==> config.mk <==
export PLATFORM = sky130hd
export DESIGN_NAME = train_scheduler_flat
export DESIGN_NICKNAME = d
export VERILOG_FILES = /design/src/rtl/axiline_pkg.sv /design/src/rtl/train_scheduler_if.sv /design/src/rtl/train_scheduler_watchdog.sv /design/src/rtl/train_scheduler.sv /design/src/flat_wrapper.sv
export SDC_FILE = /design/constraint.sdc
export NUM_CORES = 1
export LEC_CHECK = 0
export BUFFER_PORTS_ARGS = -buffer_cell sky130_fd_sc_hd__buf_2
export CAP_MARGIN = 20
export CORE_UTILIZATION = 46
export CTS_BUF_LIST = sky130_fd_sc_hd__clkbuf_16
export CTS_CLUSTER_SIZE = 24
export DETAILED_ROUTE_END_ITERATION = 12
export GPL_TIMING_DRIVEN = 0
export PLACE_DENSITY = 0.7
export SYNTH_ARGS = -nofsm -noshare
export SYNTH_HDL_FRONTEND = slang
export SYNTH_SLANG_ARGS = --single-unit
export TNS_END_PERCENT = 20
==> constraint.sdc <==
create_clock -name clk -period 5.7 [get_ports clk]
set_clock_uncertainty 0.05 [all_clocks]
set_input_delay 0.855 -clock clk [delete_from_list [all_inputs] [get_ports clk]]
set_output_delay 0.855 -clock clk [all_outputs]
set_load 0.02 [all_outputs]
==> src/rtl/axiline_pkg.sv <==
// Shared definitions for the Axiline training controller and the scheduler that drives it.
// Holds the controller state codes, their width, and the scheduler FSM state encoding.
package axiline_pkg;

    localparam int INST_W = 3;

    localparam logic [INST_W-1:0] INST_IDLE    = 3'd0;
    localparam logic [INST_W-1:0] INST_INIT    = 3'd1;
    localparam logic [INST_W-1:0] INST_INIT_IP = 3'd2;
    localparam logic [INST_W-1:0] INST_IP      = 3'd3;
    localparam logic [INST_W-1:0] INST_COMB    = 3'd4;
    localparam logic [INST_W-1:0] INST_PIPE    = 3'd5;
    localparam logic [INST_W-1:0] INST_SGD     = 3'd6;

    localparam int SCHED_ST_W = 3;

    localparam logic [SCHED_ST_W-1:0] S_IDLE   = 3'd0;
    localparam logic [SCHED_ST_W-1:0] S_LAUNCH = 3'd1;
    localparam logic [SCHED_ST_W-1:0] S_WAIT   = 3'd2;
    localparam logic [SCHED_ST_W-1:0] S_RUN    = 3'd3;
    localparam logic [SCHED_ST_W-1:0] S_DRAIN  = 3'd4;
    localparam logic [SCHED_ST_W-1:0] S_FIN    = 3'd5;

endpackage

==> src/rtl/train_scheduler_if.sv <==
// Bundle between the host/loader/controller side and train_scheduler.
// master : host side (drives config, abort and the controller state code)
// slave  : train_scheduler (drives ready, controller start/done, progress and status)
interface train_scheduler_if #(
    parameter int SAMPLE_W = 16,
    parameter int EPOCH_W  = 8,
    parameter int INST_W   = 3
) ();
    logic                cfg_valid;
    logic                cfg_ready;
    logic [SAMPLE_W-1:0] cfg_num_samples;
    logic [EPOCH_W-1:0]  cfg_num_epochs;
    logic                abort;
    logic [INST_W-1:0]   ctrl_inst;
    logic                ctrl_start;
    logic                ctrl_done;
    logic [SAMPLE_W-1:0] sample_idx;
    logic [EPOCH_W-1:0]  epoch_idx;
    logic                sample_adv;
    logic                busy;
    logic                train_done;
    logic                err;

    modport master (
        output cfg_valid, cfg_num_samples, cfg_num_epochs, abort, ctrl_inst,
        input  cfg_ready, ctrl_start, ctrl_done, sample_idx, epoch_idx,
               sample_adv, busy, train_done, err
    );

    modport slave (
        input  cfg_valid, cfg_num_samples, cfg_num_epochs, abort, ctrl_inst,
        output cfg_ready, ctrl_start, ctrl_done, sample_idx, epoch_idx,
               sample_adv, busy, train_done, err
    );
endinterface

==> src/rtl/train_scheduler_watchdog.sv <==
// sched_watchdog: progress watchdog for train_scheduler (built only with TRAIN_SCHED_WATCHDOG_EN).
// Down-counter reloaded on every controller state-code change and on every scheduler state
// change; o_fire is raised while i_active and the count has reached zero, i.e. after TIMEOUT
// cycles with no movement.
// Ports: clk, rst (sync, active-low), i_active, i_state_chg, i_inst, o_fire.
module sched_watchdog #(
    parameter int TIMEOUT = 1024,
    parameter int INST_W  = 3
) (
    input  logic              clk,
    input  logic              rst,
    input  logic              i_active,
    input  logic              i_state_chg,
    input  logic [INST_W-1:0] i_inst,
    output logic              o_fire
);
    localparam int CNT_W = (TIMEOUT > 1) ? $clog2(TIMEOUT) : 1;
    localparam logic [CNT_W-1:0] LOAD = CNT_W'(TIMEOUT - 1);

    logic [CNT_W-1:0]  r_cnt;
    logic [INST_W-1:0] r_prev_inst;
    logic              w_reload;

    assign w_reload = i_state_chg || (i_inst != r_prev_inst);

    always_ff @(posedge clk) begin
        if (!rst) begin
            r_cnt       <= LOAD;
            r_prev_inst <= '0;
        end else begin
            r_prev_inst <= i_inst;
            if (w_reload)
                r_cnt <= LOAD;
            else if (r_cnt != '0)
                r_cnt <= r_cnt - CNT_W'(1);
        end
    end

    assign o_fire = i_active && (r_cnt == '0);
endmodule

==> src/rtl/train_scheduler.sv <==
// train_scheduler: sits upstream of the Axiline training controller. Accepts a job (N samples,
// E epochs), issues one ctrl_start per epoch, counts COMB cycles as completed samples and raises
// ctrl_done during the SGD cycle of the last sample (or the current one after an abort).
// Ports: clk, rst (sync, active-low), bus (train_scheduler_if.slave: cfg_*, abort, ctrl_inst in;
//        cfg_ready, ctrl_start, ctrl_done, sample_idx, epoch_idx, sample_adv, busy,
//        train_done, err out).
// Optional: define TRAIN_SCHED_WATCHDOG_EN to add a TIMEOUT-cycle stall watchdog.
//
// state    | meaning
// S_IDLE   | no job; cfg_ready=1, waiting for a config
// S_LAUNCH | one-cycle ctrl_start for the current epoch
// S_WAIT   | waiting for the controller to leave IDLE
// S_RUN    | epoch in progress; counts COMB, raises done at the final SGD
// S_DRAIN  | waiting for the controller to return to IDLE
// S_FIN    | one-cycle train_done, then back to S_IDLE
module train_scheduler
    import axiline_pkg::*;
#(
    parameter int SAMPLE_W     = 16,
    parameter int EPOCH_W      = 8,
    parameter int instBitwidth = INST_W,
    parameter int TIMEOUT      = 1024
) (
    input  logic               clk,
    input  logic               rst,
    train_scheduler_if.slave   bus
);
    logic [SCHED_ST_W-1:0] r_state;
    logic [SCHED_ST_W-1:0] w_next_state;
    logic [SAMPLE_W-1:0]   r_num_samples;
    logic [EPOCH_W-1:0]    r_num_epochs;
    logic [SAMPLE_W-1:0]   r_sample_idx;
    logic [EPOCH_W-1:0]    r_epoch_idx;
    logic                  r_abort_pend;
    logic                  r_err;

    logic w_is_idle;
    logic w_is_comb;
    logic w_is_sgd;
    logic w_cfg_ok;
    logic w_last_epoch;
    logic w_ctrl_done;
    logic w_sample_adv;
    logic w_timeout;

    assign w_is_idle    = (bus.ctrl_inst == instBitwidth'(INST_IDLE));
    assign w_is_comb    = (bus.ctrl_inst == instBitwidth'(INST_COMB));
    assign w_is_sgd     = (bus.ctrl_inst == instBitwidth'(INST_SGD));
    assign w_cfg_ok     = (bus.cfg_num_samples != '0) && (bus.cfg_num_epochs != '0);
    assign w_last_epoch = (r_epoch_idx == r_num_epochs - EPOCH_W'(1));

    // Combinational: the controller samples done in the same SGD cycle. COMB precedes SGD
    // by one cycle, so r_sample_idx already includes the sample being finished.
    assign w_ctrl_done  = (r_state == S_RUN) && w_is_sgd &&
                          ((r_sample_idx == r_num_samples) || r_abort_pend);
    assign w_sample_adv = (r_state == S_RUN) && w_is_comb;

`ifdef TRAIN_SCHED_WATCHDOG_EN
    logic w_wd_active;

    assign w_wd_active = (r_state == S_WAIT) || (r_state == S_RUN) || (r_state == S_DRAIN);

    sched_watchdog #(
        .TIMEOUT (TIMEOUT),
        .INST_W  (instBitwidth)
    ) u_watchdog (
        .clk         (clk),
        .rst         (rst),
        .i_active    (w_wd_active),
        .i_state_chg (w_next_state != r_state),
        .i_inst      (bus.ctrl_inst),
        .o_fire      (w_timeout)
    );
`else
    assign w_timeout = 1'b0;
`endif

    always_comb begin
        w_next_state = r_state;
        case (r_state)
            S_IDLE:   if (bus.cfg_valid && w_cfg_ok) w_next_state = S_LAUNCH;
            S_LAUNCH: w_next_state = S_WAIT;
            S_WAIT:   if (!w_is_idle) w_next_state = S_RUN;
            S_RUN:    if (w_ctrl_done) w_next_state = S_DRAIN;
            S_DRAIN:  if (w_is_idle)
                          w_next_state = (r_abort_pend || w_last_epoch) ? S_FIN : S_LAUNCH;
            S_FIN:    w_next_state = S_IDLE;
            default:  w_next_state = S_IDLE;
        endcase
        // A stall ends the job through S_FIN so the host still sees train_done.
        if (w_timeout)
            w_next_state = S_FIN;
    end

    always_ff @(posedge clk) begin
        if (!rst) begin
            r_state       <= S_IDLE;
            r_num_samples <= '0;
            r_num_epochs  <= '0;
            r_sample_idx  <= '0;
            r_epoch_idx   <= '0;
            r_abort_pend  <= 1'b0;
            r_err         <= 1'b0;
        end else begin
            r_state <= w_next_state;

            if ((r_state == S_IDLE) && bus.cfg_valid) begin
                if (w_cfg_ok) begin
                    r_num_samples <= bus.cfg_num_samples;
                    r_num_epochs  <= bus.cfg_num_epochs;
                    r_sample_idx  <= '0;
                    r_epoch_idx   <= '0;
                end else begin
                    r_err <= 1'b1;
                end
            end

            if (w_sample_adv)
                r_sample_idx <= r_sample_idx + SAMPLE_W'(1);

            if ((r_state == S_DRAIN) && (w_next_state == S_LAUNCH)) begin
                r_epoch_idx  <= r_epoch_idx + EPOCH_W'(1);
                r_sample_idx <= '0;
            end

            if (r_state == S_FIN)
                r_abort_pend <= 1'b0;
            else if (bus.abort && (r_state != S_IDLE))
                r_abort_pend <= 1'b1;

            if (w_timeout)
                r_err <= 1'b1;
        end
    end

    assign bus.cfg_ready  = (r_state == S_IDLE);
    assign bus.ctrl_start = (r_state == S_LAUNCH);
    assign bus.ctrl_done  = w_ctrl_done;
    assign bus.sample_idx = r_sample_idx;
    assign bus.epoch_idx  = r_epoch_idx;
    assign bus.sample_adv = w_sample_adv;
    assign bus.busy       = (r_state != S_IDLE);
    assign bus.train_done = (r_state == S_FIN);
    assign bus.err        = r_err;
endmodule

==> src/flat_wrapper.sv <==
// flat-port wrapper written by rule: the top's interface ports become plain ports
module train_scheduler_flat import axiline_pkg::*;
#(
    parameter int SAMPLE_W     = 16,
    parameter int EPOCH_W      = 8,
    parameter int instBitwidth = INST_W,
    parameter int TIMEOUT      = 1024
)
  (clk, rst, bus_cfg_valid, bus_cfg_num_samples, bus_cfg_num_epochs, bus_abort, bus_ctrl_inst, bus_cfg_ready, bus_ctrl_start, bus_ctrl_done, bus_sample_idx, bus_epoch_idx, bus_sample_adv, bus_busy, bus_train_done, bus_err);
  train_scheduler_if #(.SAMPLE_W(SAMPLE_W), .EPOCH_W(EPOCH_W), .INST_W(3)) bus_i ();
  input  logic clk;
  input  logic rst;
  input wire logic [$bits(bus_i.cfg_valid)-1:0] bus_cfg_valid;
  input wire logic [$bits(bus_i.cfg_num_samples)-1:0] bus_cfg_num_samples;
  input wire logic [$bits(bus_i.cfg_num_epochs)-1:0] bus_cfg_num_epochs;
  input wire logic [$bits(bus_i.abort)-1:0] bus_abort;
  input wire logic [$bits(bus_i.ctrl_inst)-1:0] bus_ctrl_inst;
  output wire logic [$bits(bus_i.cfg_ready)-1:0] bus_cfg_ready;
  output wire logic [$bits(bus_i.ctrl_start)-1:0] bus_ctrl_start;
  output wire logic [$bits(bus_i.ctrl_done)-1:0] bus_ctrl_done;
  output wire logic [$bits(bus_i.sample_idx)-1:0] bus_sample_idx;
  output wire logic [$bits(bus_i.epoch_idx)-1:0] bus_epoch_idx;
  output wire logic [$bits(bus_i.sample_adv)-1:0] bus_sample_adv;
  output wire logic [$bits(bus_i.busy)-1:0] bus_busy;
  output wire logic [$bits(bus_i.train_done)-1:0] bus_train_done;
  output wire logic [$bits(bus_i.err)-1:0] bus_err;
  assign bus_i.cfg_valid = bus_cfg_valid;
  assign bus_i.cfg_num_samples = bus_cfg_num_samples;
  assign bus_i.cfg_num_epochs = bus_cfg_num_epochs;
  assign bus_i.abort = bus_abort;
  assign bus_i.ctrl_inst = bus_ctrl_inst;
  assign bus_cfg_ready = bus_i.cfg_ready;
  assign bus_ctrl_start = bus_i.ctrl_start;
  assign bus_ctrl_done = bus_i.ctrl_done;
  assign bus_sample_idx = bus_i.sample_idx;
  assign bus_epoch_idx = bus_i.epoch_idx;
  assign bus_sample_adv = bus_i.sample_adv;
  assign bus_busy = bus_i.busy;
  assign bus_train_done = bus_i.train_done;
  assign bus_err = bus_i.err;
  train_scheduler #(.SAMPLE_W(SAMPLE_W), .EPOCH_W(EPOCH_W), .instBitwidth(instBitwidth), .TIMEOUT(TIMEOUT)) u_core (.clk(clk), .rst(rst), .bus(bus_i));
endmodule
# ---- Word level (Yosys, flattened, before mapping)
# Cells that the tools add are included.
dict set report op_classes {
  magnitude_cmp 0
  n_mul 0
  n_shift 0
  n_bitwise 2
  add_sub_neg 3
  n_reduce_logical 25
  n_eq_ne 10
  mux 12
  div_mod_pow 0
}
# cell count
set ops {}
lappend ops {{two-way mux 16 bit} 3}
lappend ops {{two-way mux 8 bit} 3}
lappend ops {{adder 16 x 1 -> 16 bit, second input constant} 1}
lappend ops {{== test 16 bit} 1}
lappend ops {{nonzero test 16 bit} 1}
lappend ops {{two-way mux 3 bit} 5}
lappend ops {{one-hot mux 3 bit (5 select lines)} 1}
lappend ops {{== test 3 bit, second input constant} 4}
lappend ops {{adder 8 x 1 -> 8 bit, second input constant} 1}
lappend ops {{== test 8 bit} 1}
lappend ops {{logical AND 1 bit} 8}
lappend ops {{AND reduction 2 bit} 4}
lappend ops {{nonzero test 2 bit} 4}
lappend ops {{nonzero test 8 bit} 1}
lappend ops {{subtractor 8 x 1 -> 8 bit, second input constant} 1}
lappend ops {{== test 3 x 1 -> 1 bit, second input constant} 2}
lappend ops {{== test 3 x 2 -> 1 bit, second input constant} 2}
lappend ops {{logical NOT 3 bit} 2}
lappend ops {{OR reduction 2 bit} 2}
lappend ops {{nonzero test 3 bit} 1}
lappend ops {{logical OR 1 bit} 2}
lappend ops {{inverter 1 bit} 2}
dict set report totals {
  n_memories 0
  ram_bits 0
  rom_bits 0
  latch_bits 0
  register_bits 53
  out_inout_bits 31
}

# ---- Logic depth before layout (Yosys ltp)
dict set report depth {
  word_depth 10
  depth_mapped 10
  depth_no_buf 8
}

# ---- Least setup slack after synthesis
# Ideal clock, no wire load.
dict set report synth_timing {
  kind {register to output}
  start {register u_core.r_sample_idx[3] (netlist: u_core.bus.sample_idx[3])}
  end {output bus_ctrl_done}
  path_buffers 0
  setup_slack_ps 2941
  stages_incl_launch_ff 5
  arrival_ps 1854
  cell_sequence {dfxtp_1 > xor2_1 > nor4_1 > a41oi_1 > nor4_1}
}
dict set report synth_via {
  elab_chain_cells 3
}
# item line
set synth_rtl {}
lappend synth_rtl {{start: declaration} train_scheduler.sv:32} ;# logic [SAMPLE_W-1:0] r_sample_idx;
lappend synth_rtl {{start signal: assignment} train_scheduler.sv:119} ;# r_sample_idx <= r_sample_idx + SAMPLE_W'(1);
lappend synth_rtl {{== test 16 bit} train_scheduler.sv:55} ;# ((r_sample_idx == r_num_samples) || r_abort_pend);
lappend synth_rtl {{logical OR 1 bit} train_scheduler.sv:55}
lappend synth_rtl {{logical AND 1 bit} train_scheduler.sv:54} ;# assign w_ctrl_done = (r_state == S_RUN) && w_is_sgd &&
lappend synth_rtl {{end: declaration} flat_wrapper.sv:20} ;# output wire logic [$bits(bus_i.ctrl_done)-1:0] bus_ctrl_done;
# No other way between the ends.

# ---- Worst setup path after layout
dict set report layout_timing {
  start {input bus_ctrl_inst[0]}
  end {output bus_sample_adv}
}
dict set report layout_via {
  elab_chain_cells 2
}
# item line
set layout_rtl {}
lappend layout_rtl {{start: declaration} flat_wrapper.sv:17} ;# input wire logic [$bits(bus_i.ctrl_inst)-1:0] bus_ctrl_inst;
lappend layout_rtl {{== test 3 bit} train_scheduler.sv:47} ;# assign w_is_comb = (bus.ctrl_inst == instBitwidth'(INST_COMB));
lappend layout_rtl {{logical AND 1 bit} train_scheduler.sv:56} ;# assign w_sample_adv = (r_state == S_RUN) && w_is_comb;
lappend layout_rtl {{end: declaration} flat_wrapper.sv:23} ;# output wire logic [$bits(bus_i.sample_adv)-1:0] bus_sample_adv;
# No other way between the ends.

==> summary.txt <==
final setup violation count: 0
Detailed Place HPWL: 5830 um
total number of vias: 3015
Fin. Hold Viols: 0
TNS Setup: 0 ps
R2R cell count: 8
final antenna-violating net count: 0
Final Critical Period: 3180 ps
fraction of registers with async set/reset: 0%
mux contribution to synthesized area: 1.00%
data required time of the worst path: 4800 ps
Placed Cells: 516
IO Port Bufs: 61
unrepaired setup endpoints after global routing: no
chip width: 82.7 um
type of the tightest min-delay check: register to register
clock-pin slew on the worst setup and hold paths: 70 ps
crit path to: bus_sample_adv
DRT Wirelength: 7820 um
status: finished, final reports clean
Hold Buf Count CTS: 0
Max clock buf depth: 2
Synth Net Count: 412
io pins: 62
Post-Synth XOR/XNOR Area: 7.31%
top-count cell post-synth: nand2_1
Synth cell types: 54
Least-Margin Pin Slew: 851 ps
CTS tree: yes
CP Class: input pin to output pin
largest family of logic cells by synthesized area: simple AND/OR/NAND/NOR gates
Post-Syn Instances: 378
main area contributors after synthesis: dfxtp_1, nand2_1, xor2_1, a21boi_0, nor2_1
vias in the first global route: 2652
DR iter-0 viols: 164
Post-CTS Setup Bufs: 0
core area: 0.00631 mm2
critical path startpoint category: input pin
gpl congestion: 0.832
TritonCTS buffer count: 5
flops & latches, synth: 53
largest net degree at the start of global routing: 16
leakage dissipation: 1.57 nW
total number of H-tree levels: 2
Synth Area in Compound Gates: 20.7%
total congestion overflow: 0
mapped cell area: 0.00300 mm2
Yosys top cell by area: dfxtp_1
num rows: 29
share of cells above drive strength 1: 18.6%
starting density of the core: 47.4%
vias per std cell: 5.75
maximum clock frequency: 314 MHz
Critical R2R Capture: u_core.bus.sample_idx[7]
Area growth, synth to finish: 18.0%
WL/cell: 14.9 um
nets@finish: 480
r2r setup slk: 3200 ps
Synth warnings: 0
critical path peak fanout: 10
Die Area: 0.00684 mm2
wire length of the first global-routing pass: 12600 um
sequential area share after synthesis: 35.4%
initial antenna violation count: 0
DRT Pass-1 Iters: 4
Post-synth EDFFs: 0
Synth Area in Adders: 1.25%
post-route non-filler standard cell count: 524
Max Slew Vio Count: 0
VDD IR max: 0.181 mV
fin crit share: 55.9%
Worst slew margin: 42.7%
total power draw: 0.000827 W
Avg Inst Size Synth: 7.92 um2
Data arrival, critical path: 2280 ps
CP Capture Type: output pin
clk sink count: 53
worst skew pair latency: 290 ps
DP Area: 0.00340 mm2
Post-CTS Resized: 0
max cap viols: 0
post-synthesis simple-gate area fraction: 28.5%
synth cell count leaders: nand2_1, dfxtp_1, nor2_1, a21boi_0, xor2_1
PwrDens: 234 mW/mm2
share of the synthesized area in the top cell type: 35.4%
worst r2r src: u_core.r_state[2]
CP Launch Point: bus_ctrl_inst[0]
gr usage total: 24.4%
Die Height: 82.7 um
antenna cell count: 0
predominant post-synthesis flop cell: dfxtp_1
fin area: 0.00353 mm2
Root Buffer: clkbuf_16
DR DRC count: 0
==> routing by layer <==
metal  GRT usage, %  share of wire (%)  up-vias
met5              0                  0        -
met4           5.69               0.87        0
met3           5.16                6.6        9
met2           39.2                 46      113
met1           33.2                 46     1410
li1               -                  -     1483
==> registers in the layout (all words and copies together), names as in the netlist <==
register               count
u_core.r_num_samples      16
u_core.bus.err             1
u_core.r_abort_pend        1
u_core.bus.sample_idx     16
u_core.r_state             3
u_core.r_num_epochs        8
u_core.bus.epoch_idx       8
==> power by group <==
group,leakage [nW],total [W],switching [W],internal [W]
Combinational,1.07,0.000133,0.0000788,0.0000545
Sequential,0.431,0.000399,0.0000139,0.000385
Clock,0.0687,0.000295,0.000135,0.000159
Total,1.57,0.000827,0.000228,0.000599
==> cell usage in the layout, fill, tap and decap left out, types with 3 or more instances in the layout <==
| master | instances |
|---|---|
| clkbuf_1 | 12 |
| o31a_1 | 3 |
| o221ai_1 | 4 |
| or4_1 | 4 |
| nor3b_1 | 6 |
| mux2i_1 | 3 |
| o21ai_0 | 16 |
| clkinv_1 | 3 |
| or3_1 | 5 |
| dfxtp_1 | 53 |
| nor4_1 | 14 |
| buf_6 | 3 |
| nor4b_1 | 3 |
| clkbuf_16 | 5 |
| a21boi_0 | 24 |
| inv_1 | 15 |
| nor3_1 | 6 |
| and3_1 | 14 |
| nand3_1 | 6 |
| xor2_1 | 21 |
| ha_1 | 3 |
| a21oi_1 | 4 |
| o211ai_1 | 8 |
| o2111ai_1 | 3 |
| nand4_1 | 6 |
| nor2_1 | 30 |
| buf_2 | 65 |
| xnor2_1 | 4 |
| nand2_1 | 69 |
==> cell type report <==
cell class	count	area, um2
Clock inverter	3	12.5
Inverter	16	60.1
Tap cell	77	96.3
Clock buffer	5	125
Fill cell	620	2780
Sequential cell	53	1060
Buffer	21	114
Multi-Input combinational cell	288	1760
Timing Repair Buffer	61	305
==> critical path, stage by stage <==
cell,delay (ps)
buf_2,110
nand3b_1,160
or3_1,140
clkbuf_1,370
clkinv_1,370
buf_2,260
==> how the worst min path moves through the flow <==
| stage | end | depth (start not counted) | slack, ps | start |
|---|---|---|---|---|
| 2_1_floorplan | u_core.r_num_samples[4] | 2 | 410 | u_core.r_num_samples[4] |
| 3_3_place_gp | u_core.r_num_samples[15] | 2 | 420 | u_core.r_num_samples[15] |
| 3_5_place_dp | u_core.r_num_samples[15] | 2 | 420 | u_core.r_num_samples[15] |
| 4_1_cts | u_core.r_num_samples[15] | 2 | 430 | u_core.r_num_samples[15] |
| 5_1_grt | u_core.r_num_samples[11] | 2 | 460 | u_core.r_num_samples[11] |
| 6_report | u_core.r_num_samples[15] | 2 | 430 | u_core.r_num_samples[15] |
==> kinds of logic after synthesis <==
logic type / count (synthesis)
compound gates: 84
xor+xnor: 25
buf+inv: 37
fa+ha+maj: 3
flops: 53
simple gates: 173
mux: 3
==> through the flow <==
stage                     hold slack, ps  setup WS (ps)  util, %
after floorplan                      405           2940        -
after global placement               415           2590     53.8
after detailed placement             420           2560     53.8
after CTS                            428           2550     56.0
after global routing                 458           2390     56.0
final                                426           2520     56.0
Power figures use the tool's default switching activity.
